<file path="src/rtl/pipe_hazard_pkg.sv">
// Shared stage indices, per-stage metadata type and width helper for the pipeline hazard controller.
// PIPE_FWD_EN selects operand forwarding; when it is undefined every producer stalls D until it retires.
package pipe_hazard_pkg;

    localparam int STG_F = 0;
    localparam int STG_D = 1;
    localparam int STG_X = 2;

    // Wide enough for any register-file address width used by the core.
    localparam int RD_W_MAX = 8;

`ifdef PIPE_FWD_EN
    localparam bit FWD_EN = 1'b1;
`else
    localparam bit FWD_EN = 1'b0;
`endif

    typedef struct packed {
        logic [RD_W_MAX-1:0] rd;
        logic                rd_wen;
        logic                is_load;
    } stage_meta_t;

    function automatic int sel_width(input int stages);
        return $clog2(stages - 1);
    endfunction

endpackage

</file>
<file path="src/rtl/pipe_src_match.sv">
// Per-operand producer search across stages X..W: youngest matching stage select and stall flag.
// Behaviour depends on PIPE_FWD_EN (through pipe_hazard_pkg::FWD_EN).
module pipe_src_match
    import pipe_hazard_pkg::*;
#(
    parameter int STAGES     = 5,
    parameter int REG_AW     = 5,
    parameter int LOAD_STAGE = 3,
    parameter int SEL_W      = 2
) (
    input  logic [REG_AW-1:0]             rs,
    input  logic                          used,
    input  logic [STAGES-1:STG_X]         valid,
    input  stage_meta_t [STAGES-1:STG_X]  meta,
    output logic [SEL_W-1:0]              sel,
    output logic                          hazard
);

    // Without forwarding, every producer acts like a load whose data is never forwardable.
    localparam int HZ_LIMIT = FWD_EN ? LOAD_STAGE : STAGES;

    logic [RD_W_MAX-1:0] rs_ext;

    assign rs_ext = RD_W_MAX'(rs);

    // Walk from oldest to youngest so the youngest match overwrites older ones.
    always_comb begin
        sel    = '0;
        hazard = 1'b0;
        for (int s = STAGES - 1; s >= STG_X; s--) begin
            if (used && valid[s] && meta[s].rd_wen &&
                (meta[s].rd != '0) && (meta[s].rd == rs_ext)) begin
                sel    = FWD_EN ? SEL_W'(s - 1) : '0;
                hazard = (meta[s].is_load || !FWD_EN) && (s < HZ_LIMIT);
            end
        end
    end

endmodule

</file>
<file path="src/rtl/pipe_hazard_ctrl.sv">
// N-stage pipeline valid/kill/stall control with decode-stage operand bypass selects.
// Forwarding is enabled by defining PIPE_FWD_EN; otherwise D stalls until the producer leaves W.
module pipe_hazard_ctrl
    import pipe_hazard_pkg::*;
#(
    parameter int STAGES     = 5,
    parameter int NUM_SRC    = 2,
    parameter int REG_AW     = 5,
    parameter int LOAD_STAGE = 3,
    parameter int SEL_W      = sel_width(STAGES)
) (
    input  logic                       clk,
    input  logic                       rst,
    input  logic                       f_valid_in,
    input  logic [NUM_SRC*REG_AW-1:0]  d_rs,
    input  logic [NUM_SRC-1:0]         d_rs_used,
    input  logic [REG_AW-1:0]          d_rd,
    input  logic                       d_rd_wen,
    input  logic                       d_is_load,
    input  logic [STAGES-1:0]          redir_req,
    input  logic                       ext_stall,
    output logic [STAGES-1:0]          stage_valid,
    output logic                       stall_fd,
    output logic                       bubble_x,
    output logic [NUM_SRC*SEL_W-1:0]   byp_sel,
    output logic [STAGES-1:0]          redir_sel
);

    logic [STAGES-1:0]             valid_q;
    logic [STAGES-1:0]             valid_d;
    stage_meta_t [STAGES-1:STG_X]  meta_q;
    stage_meta_t [STAGES-1:STG_X]  meta_d;
    stage_meta_t                   d_meta;
    logic [NUM_SRC-1:0]            src_hz;
    logic                          hz_raw;
    logic                          hz_stall;
    logic [STAGES-1:STG_D]         acc;
    logic [STAGES-2:0]             kill;
    logic                          unused_redir_f;

    // Fetch never redirects itself.
    assign unused_redir_f = redir_req[STG_F];

    for (genvar gi = 0; gi < NUM_SRC; gi++) begin : g_src
        pipe_src_match #(
            .STAGES     (STAGES),
            .REG_AW     (REG_AW),
            .LOAD_STAGE (LOAD_STAGE),
            .SEL_W      (SEL_W)
        ) u_match (
            .rs     (d_rs[gi*REG_AW +: REG_AW]),
            .used   (d_rs_used[gi]),
            .valid  (valid_q[STAGES-1:STG_X]),
            .meta   (meta_q),
            .sel    (byp_sel[gi*SEL_W +: SEL_W]),
            .hazard (src_hz[gi])
        );
    end

    assign hz_raw = valid_q[STG_D] & (|src_hz);
    assign d_meta = {RD_W_MAX'(d_rd), d_rd_wen, d_is_load};

    always_comb begin
        acc       = '0;
        redir_sel = '0;
        kill      = '0;
        for (int k = STG_D; k < STAGES; k++) begin
            acc[k] = redir_req[k] & valid_q[k] & ~ext_stall;
        end
        acc[STG_D] = acc[STG_D] & ~hz_raw;
        for (int k = STG_D; k < STAGES; k++) begin
            if (acc[k]) begin
                redir_sel    = '0;
                redir_sel[k] = 1'b1;
            end
        end
        kill[STAGES-2] = acc[STAGES-1];
        for (int j = STAGES - 3; j >= 0; j--) begin
            kill[j] = kill[j+1] | acc[j+1];
        end
    end

    // A redirect from X or older squashes D, so its stall no longer matters.
    assign hz_stall = hz_raw & ~kill[STG_D];

    assign stage_valid = valid_q;
    assign stall_fd    = (hz_stall | ext_stall) & ~rst;
    assign bubble_x    = hz_stall & ~ext_stall;

    always_comb begin
        valid_d = valid_q;
        meta_d  = meta_q;
        if (!ext_stall) begin
            if (hz_stall) begin
                valid_d[STG_X] = 1'b0;
                meta_d[STG_X]  = '0;
            end else begin
                valid_d[STG_F] = f_valid_in;
                valid_d[STG_D] = valid_q[STG_F] & ~kill[STG_F];
                valid_d[STG_X] = valid_q[STG_D] & ~kill[STG_D];
                meta_d[STG_X]  = d_meta;
            end
            for (int j = STG_X; j < STAGES - 1; j++) begin
                valid_d[j+1] = valid_q[j] & ~kill[j];
                meta_d[j+1]  = meta_q[j];
            end
        end
    end

    always_ff @(posedge clk or posedge rst) begin
        if (rst) begin
            valid_q <= '0;
            meta_q  <= '0;
        end else begin
            valid_q <= valid_d;
            meta_q  <= meta_d;
        end
    end

endmodule

</file>
<file path="config.mk">
export PLATFORM = sky130hd
export DESIGN_NAME = pipe_hazard_ctrl
export DESIGN_NICKNAME = d
export VERILOG_FILES = /design/src/rtl/pipe_hazard_pkg.sv /design/src/rtl/pipe_src_match.sv /design/src/rtl/pipe_hazard_ctrl.sv
export SDC_FILE = /design/constraint.sdc
export NUM_CORES = 1
export LEC_CHECK = 0
export ABC_CLOCK_PERIOD_IN_PS = 3820
export CAP_MARGIN = 0
export CORE_MARGIN = 2
export CORE_UTILIZATION = 50
export DETAILED_ROUTE_END_ITERATION = 6
export GPL_TIMING_DRIVEN = 0
export PLACE_DENSITY = 0.84
export SLEW_MARGIN = 20
export SYNTH_ARGS = -nofsm -noshare
export SYNTH_HDL_FRONTEND = slang
export SYNTH_SLANG_ARGS = --single-unit
</file>
<file path="constraint.sdc">
create_clock -name clk -period 3.82 [get_ports clk]
set_clock_uncertainty 0.2 [all_clocks]
set_input_delay 0.573 -clock clk [delete_from_list [all_inputs] [get_ports clk]]
set_output_delay 0.573 -clock clk [all_outputs]
set_load 0.005 [all_outputs]
</file>
== Yosys cells after proc, flatten, opt, wreduce, memory -nomap -nowiden ==
Cells that the tools add are included.

* Register bits after elaboration: 32
* Bits in latches: 0
* Memory bits (writable): 0
* Bits in read-only memories: 0
* Input port bits: 28
* Output and inout bits: 16
* Word-level logic and storage cells: 84
* Memories kept: 0

* $add $sub $neg: 0
* Multiply operators: 0
* Divide/modulo/power cells: 0
* Order comparisons: 0
* Equal/unequal tests: 6
* Shift operators: 0
* Muxes and demuxes: 12
* Bitwise gates (word level): 29
* Reduce and logical (&&, ||, !) cells: 29

{| class="wikitable"
|+ Operators with widths
! cell !! number
|-
| == test 8 x 5 -> 1 bit || 6
|-
| logical AND 1 bit || 24
|-
| nonzero test 8 bit || 3
|-
| bitwise AND 1 bit || 17
|-
| 2-to-1 mux 5 bit || 3
|-
| NOT 1 bit || 8
|-
| 2-to-1 mux 1 bit || 7
|-
| 2-to-1 mux 7 bit || 1
|-
| OR 1 bit || 4
|-
| 2-to-1 mux 2 bit || 1
|-
| AND reduction 2 bit || 1
|-
| OR reduction 2 bit || 1
|}

== Depth between registers and ports, before layout ==
* Word-level depth: 15
* Mapped depth: 6
* Mapped depth without buffers: 6

== Modules after synthesis ==
Synthesis repeated with hierarchy kept, for this count alone.

* Cell total of the unflattened synthesis: 167
* Area, all modules: 1690.4 um^2

{| class="wikitable"
|+ By module, submodules not included
! module !! times used !! cells each !! area an instance (um^2) !! sequential area each (um^2)
|-
| pipe_hazard_ctrl || 1 || 89 || 1122.3 || 650.6
|-
| pipe_src_match || 2 || 39 || 284.0 || 0.0
|}

== Least setup slack after synthesis ==
Ideal clock, no wire load.

* Kind: reg-to-output
* From: reg meta_q[22] (netlist name)
* To: out stall_fd
* Arrival: 1.602 ns
* Required time: 3.047 ns
* Setup slack: 1.445 ns
* Cell stages (with the launch flop): 6
* Path buffers: 0
* Cells stage by stage: dfrtp_1 > or3_1 > o311a_1 > a22oi_4 > nand2_4 > a22o_1

* Longest elaborated chain between the ends: 11
* Elaborated cells between the ends (all ways): 18
* Those cells by class: eq/ne (2); mux (6); bitwise (4); reduce/logical (6)

{| class="wikitable"
|+ RTL lines
! element !! line !! RTL
|-
| start, declared || pipe_hazard_ctrl.sv:31 || <nowiki>stage_meta_t [STAGES-1:STG_X] meta_q;</nowiki>
|-
| start signal, assigned || pipe_hazard_ctrl.sv:116 || <nowiki>meta_q <= meta_d;</nowiki>
|-
| nonzero test 8 bit || pipe_src_match.sv:32 || <nowiki>(meta[s].rd != '0) && (meta[s].rd == rs_ext)) begin</nowiki>
|-
| logical AND 1 bit || pipe_src_match.sv:31 || <nowiki>if (used && valid[s] && meta[s].rd_wen &&</nowiki>
|-
| logical AND 1 bit || pipe_src_match.sv:32 ||
|-
| 2-to-1 mux 1 bit (3 in a row) || pipe_src_match.sv:31 ||
|-
| OR reduction 2 bit (*) || pipe_hazard_ctrl.sv:60 || <nowiki>assign hz_raw = valid_q[STG_D] & (|src_hz);</nowiki>
|-
| bitwise AND 1 bit (*) || pipe_hazard_ctrl.sv:60 ||
|-
| bitwise AND 1 bit (*) || pipe_hazard_ctrl.sv:84 || <nowiki>assign hz_stall = hz_raw & ~kill[STG_D];</nowiki>
|-
| OR 1 bit (*) || pipe_hazard_ctrl.sv:87 || <nowiki>assign stall_fd = (hz_stall | ext_stall) & ~rst;</nowiki>
|-
| bitwise AND 1 bit (*) || pipe_hazard_ctrl.sv:87 ||
|-
| end, declared || pipe_hazard_ctrl.sv:23 || <nowiki>output logic stall_fd,</nowiki>
|}

Mark *: on every way between the ends. The rest lies on a longest branch, timed or not.

== Final worst setup path ==
* From: in d_rs[4]
* To: out bubble_x

* Longest elaborated chain between the ends: 9
* Elaborated cells between the ends (all ways): 13
* Those cells by class: eq/ne (3); mux (3); bitwise (3); reduce/logical (4)

{| class="wikitable"
|+ RTL lines
! element !! line !! RTL
|-
| start, declared || pipe_hazard_ctrl.sv:15 || <nowiki>input logic [NUM_SRC*REG_AW-1:0] d_rs,</nowiki>
|-
| == test 8 x 5 -> 1 bit || pipe_src_match.sv:32 ||
|-
| logical AND 1 bit || pipe_src_match.sv:32 ||
|-
| 2-to-1 mux 1 bit (2 in a row) || pipe_src_match.sv:31 ||
|-
| 2-to-1 mux 1 bit (*) || pipe_src_match.sv:31 ||
|-
| OR reduction 2 bit (*) || pipe_hazard_ctrl.sv:60 ||
|-
| bitwise AND 1 bit (*) || pipe_hazard_ctrl.sv:60 ||
|-
| bitwise AND 1 bit (*) || pipe_hazard_ctrl.sv:84 ||
|-
| bitwise AND 1 bit (*) || pipe_hazard_ctrl.sv:88 || <nowiki>assign bubble_x = hz_stall & ~ext_stall;</nowiki>
|-
| end, declared || pipe_hazard_ctrl.sv:24 || <nowiki>output logic bubble_x,</nowiki>
|}

Marks and branches as above.

==> out/metrics.cfg <==
[power]
pwr_density_cell_mw_per_mm2=372.4
irDropWorstVdd_uv=373.5
finalPower_mw=0.7148
leakage_nw=0.7628

[route]
wl_um=3354
vias=1210
viasPerCell=5.576
detail_route.wl_per_cell_um=15.46
drtPass1Iterations=5
drc=0
drtAntennaViolNets=0
drtIter0Drc=38

[setup_path]
crit_path_end_kind=output port
crit_type=input pin to output port
timing.rr.start=meta_q[22]
arrival_ns=2.81
worstSetupStartpointType=input pin
reg2reg_setup_slack_ns=1.72
crit_fanout=7
critPathRequiredTime_ns=3.05
reg2reg_to=stage_valid[1]
r2r_cells=5
timing.critical_path.from=d_rs[4]

[logic_synthesis]
synth_cells=143
yosys.area.top_type_share=0.3875
ys_warn_count=0
synth_top_area_cell=dfrtp_1
yosysSeqAreaShare=0.3875
netlist_area_mm2=0.001485
postSynthAreaPerCell_um2=10.39
yosys-top-cells-area=dfrtp_1 39%, xnor2_1 18%, mux2_2 9.1%
ys_seq_elements=23
ys_types=35

[sta]
finalMaxSlewViolations=0
slew_headroom=0.4023
hold_viol=0
tightestPinTransition_ns=0.8956
fmax_ghz=0.2790
rsz0062_at_grt=no
fin_setup_tns_ns=0
setup_viol=0
period_needed_ns=3.584
holdWs_ns=0.3449
fin_crit_sh=0.9382

[global_route]
overflow=0
grt_pass1_vias=1190
antenna_found_initial=0
grtUsageTotal=0.2152
grt_max_degree=26
grt_pass1_wl_um=5699

[worst_hold_path]
min_from=meta_q[21]
whs_endpoint=meta_q[21]
hold_class=register to register
min_path_cells=1

[clock_network]
clk_latency_ns=0.32
cts_tree=built
clkTransAtPathRegs_ns=0.14
cts_max_path_buffers=2
cts_buffers=3
cts_resized=0
hold_buffers=0
htree_levels=1
cts-root-buf=clkbuf_4
postCtsSetupBuffers=0
numClockSinks=23

[placement]
place_inst=213
io_buffers=35
hpwl_um=2697
finalWeightedCongestion=0.9375

[status]
status=finished clean

[die]
die_h_um=58.50
rows=19
coreArea_mm2=0.002781
io_pins=44
die_w_um=58.50
start_util=0.5340
die_area_mm2=0.003422

[cells_and_area]
areaGrowthSynthToFinish_pct=29.23
final_core_util=0.6901
final_layout_size_suffix_gt1_frac=0.1452
stdcell_count=217
n_antenna_cell=0
nets=215
fill_cells=223

[job]
cap_violations=0

-- per-layer routing --
metal | GRT usage | vias up | share of wire
met3 | 0.04615 | 8 | 0.050
met4 | 0.04651 | 0 | 0.020
met5 | 0 | - | 0
met1 | 0.2736 | 578 | 0.43
met2 | 0.3756 | 43 | 0.50
li1 | - | 581 | -
-- state kept, by name (all words and copies together), names as in the netlist --
signal / flops
meta_q: 18
stage_valid: 5
-- worst max-delay path: stages --
cell and delay (ns):
clkdlybuf4s50_1 0.49, xnor2_1 0.25, nand4_1 0.11, o22ai_1 0.29, o2111ai_4 0.21, a21oi_2 0.31, clkdlybuf4s50_1 0.56
-- how the worst max path moves through the flow --
stage	endpoint	depth (start not counted)
after floorplan	stall_fd	5
after global routing	bubble_x	6
after detailed placement	bubble_x	7
after global placement	bubble_x	7
final	bubble_x	7
after CTS	bubble_x	7
-- metrics by stage --
| step | worst slack (ns) | cell area (µm²) |
|---|---|---|
| 3_3_place_gp | 0.2869 | 1889 |
| 2_1_floorplan | 1.445 | 1500 |
| 5_1_grt | 0.06983 | 1919 |
| 4_1_cts | 0.2422 | 1919 |
| 6_report | 0.2359 | 1919 |
| 3_5_place_dp | 0.2687 | 1889 |
-- placed cells by master (no fill, tap or decap), drive strengths merged, types with 2 or more instances in the layout --
master         count
clkdlybuf4s50     35
xnor2             30
dfrtp             23
nand2             18
mux2              12
nor2               7
nand4              6
mux2i              6
buf                6
clkbuf             6
conb               5
o22ai              3
o21ai              3
or3                2
o311a              2
nand2b             2
nor3b              2
inv                2
-- synth_stat cells, drive strengths merged --
master   count
buf          6
mux2i        6
nor2         7
conb         1
o211ai       1
o21ai        3
a222oi       1
nor3         1
nand4b       1
o22ai        3
a31o         1
inv          2
xnor2       30
mux2        12
clkbuf       3
and2         1
nand4        6
dfrtp       23
nor3b        2
nand3        1
o311a        2
a21oi        1
or3          2
nand3b       1
a22oi        1
nand2       18
a22o         1
nand2b       2
o2111ai      1
or4          1
o221a        1
o21a         1
-- power by group --
part / switching, mW / internal, mW
logic: 0.0969 / 0.148
clock network: 0.0780 / 0.0401
registers: 0.0662 / 0.286
-- cells by family (layout without fill, tap and decap cells) --
group                     after synthesis  after routing  share of synthesized area
AOI/OAI and AO/OA                      17             17                     0.1104
xor gates and xnor gates               30             30                     0.1769
buffers and inverters                  11             50                    0.04044
DFF                                    23             23                     0.3875
muxes                                  18             18                     0.1314
other                                   1              5                   0.002525
and+or+nand+nor                        43             43                     0.1508
-- layout make-up --
type | count | area [µm²] | area share
flip-flops and latches | 23 | 575.6 | 0.2999
plain buffers | 9 | 52.55 | 0.02738
multi-input cells | 113 | 864.6 | 0.4505
clock buffers | 3 | 22.52 | 0.01173
repair buffers | 35 | 350.3 | 0.1825
clock inverters | 1 | 7.507 | 0.003911
well taps | 31 | 38.79 | 0.02021
inverters | 2 | 7.507 | 0.003911
(Power assumes the default switching activity.)
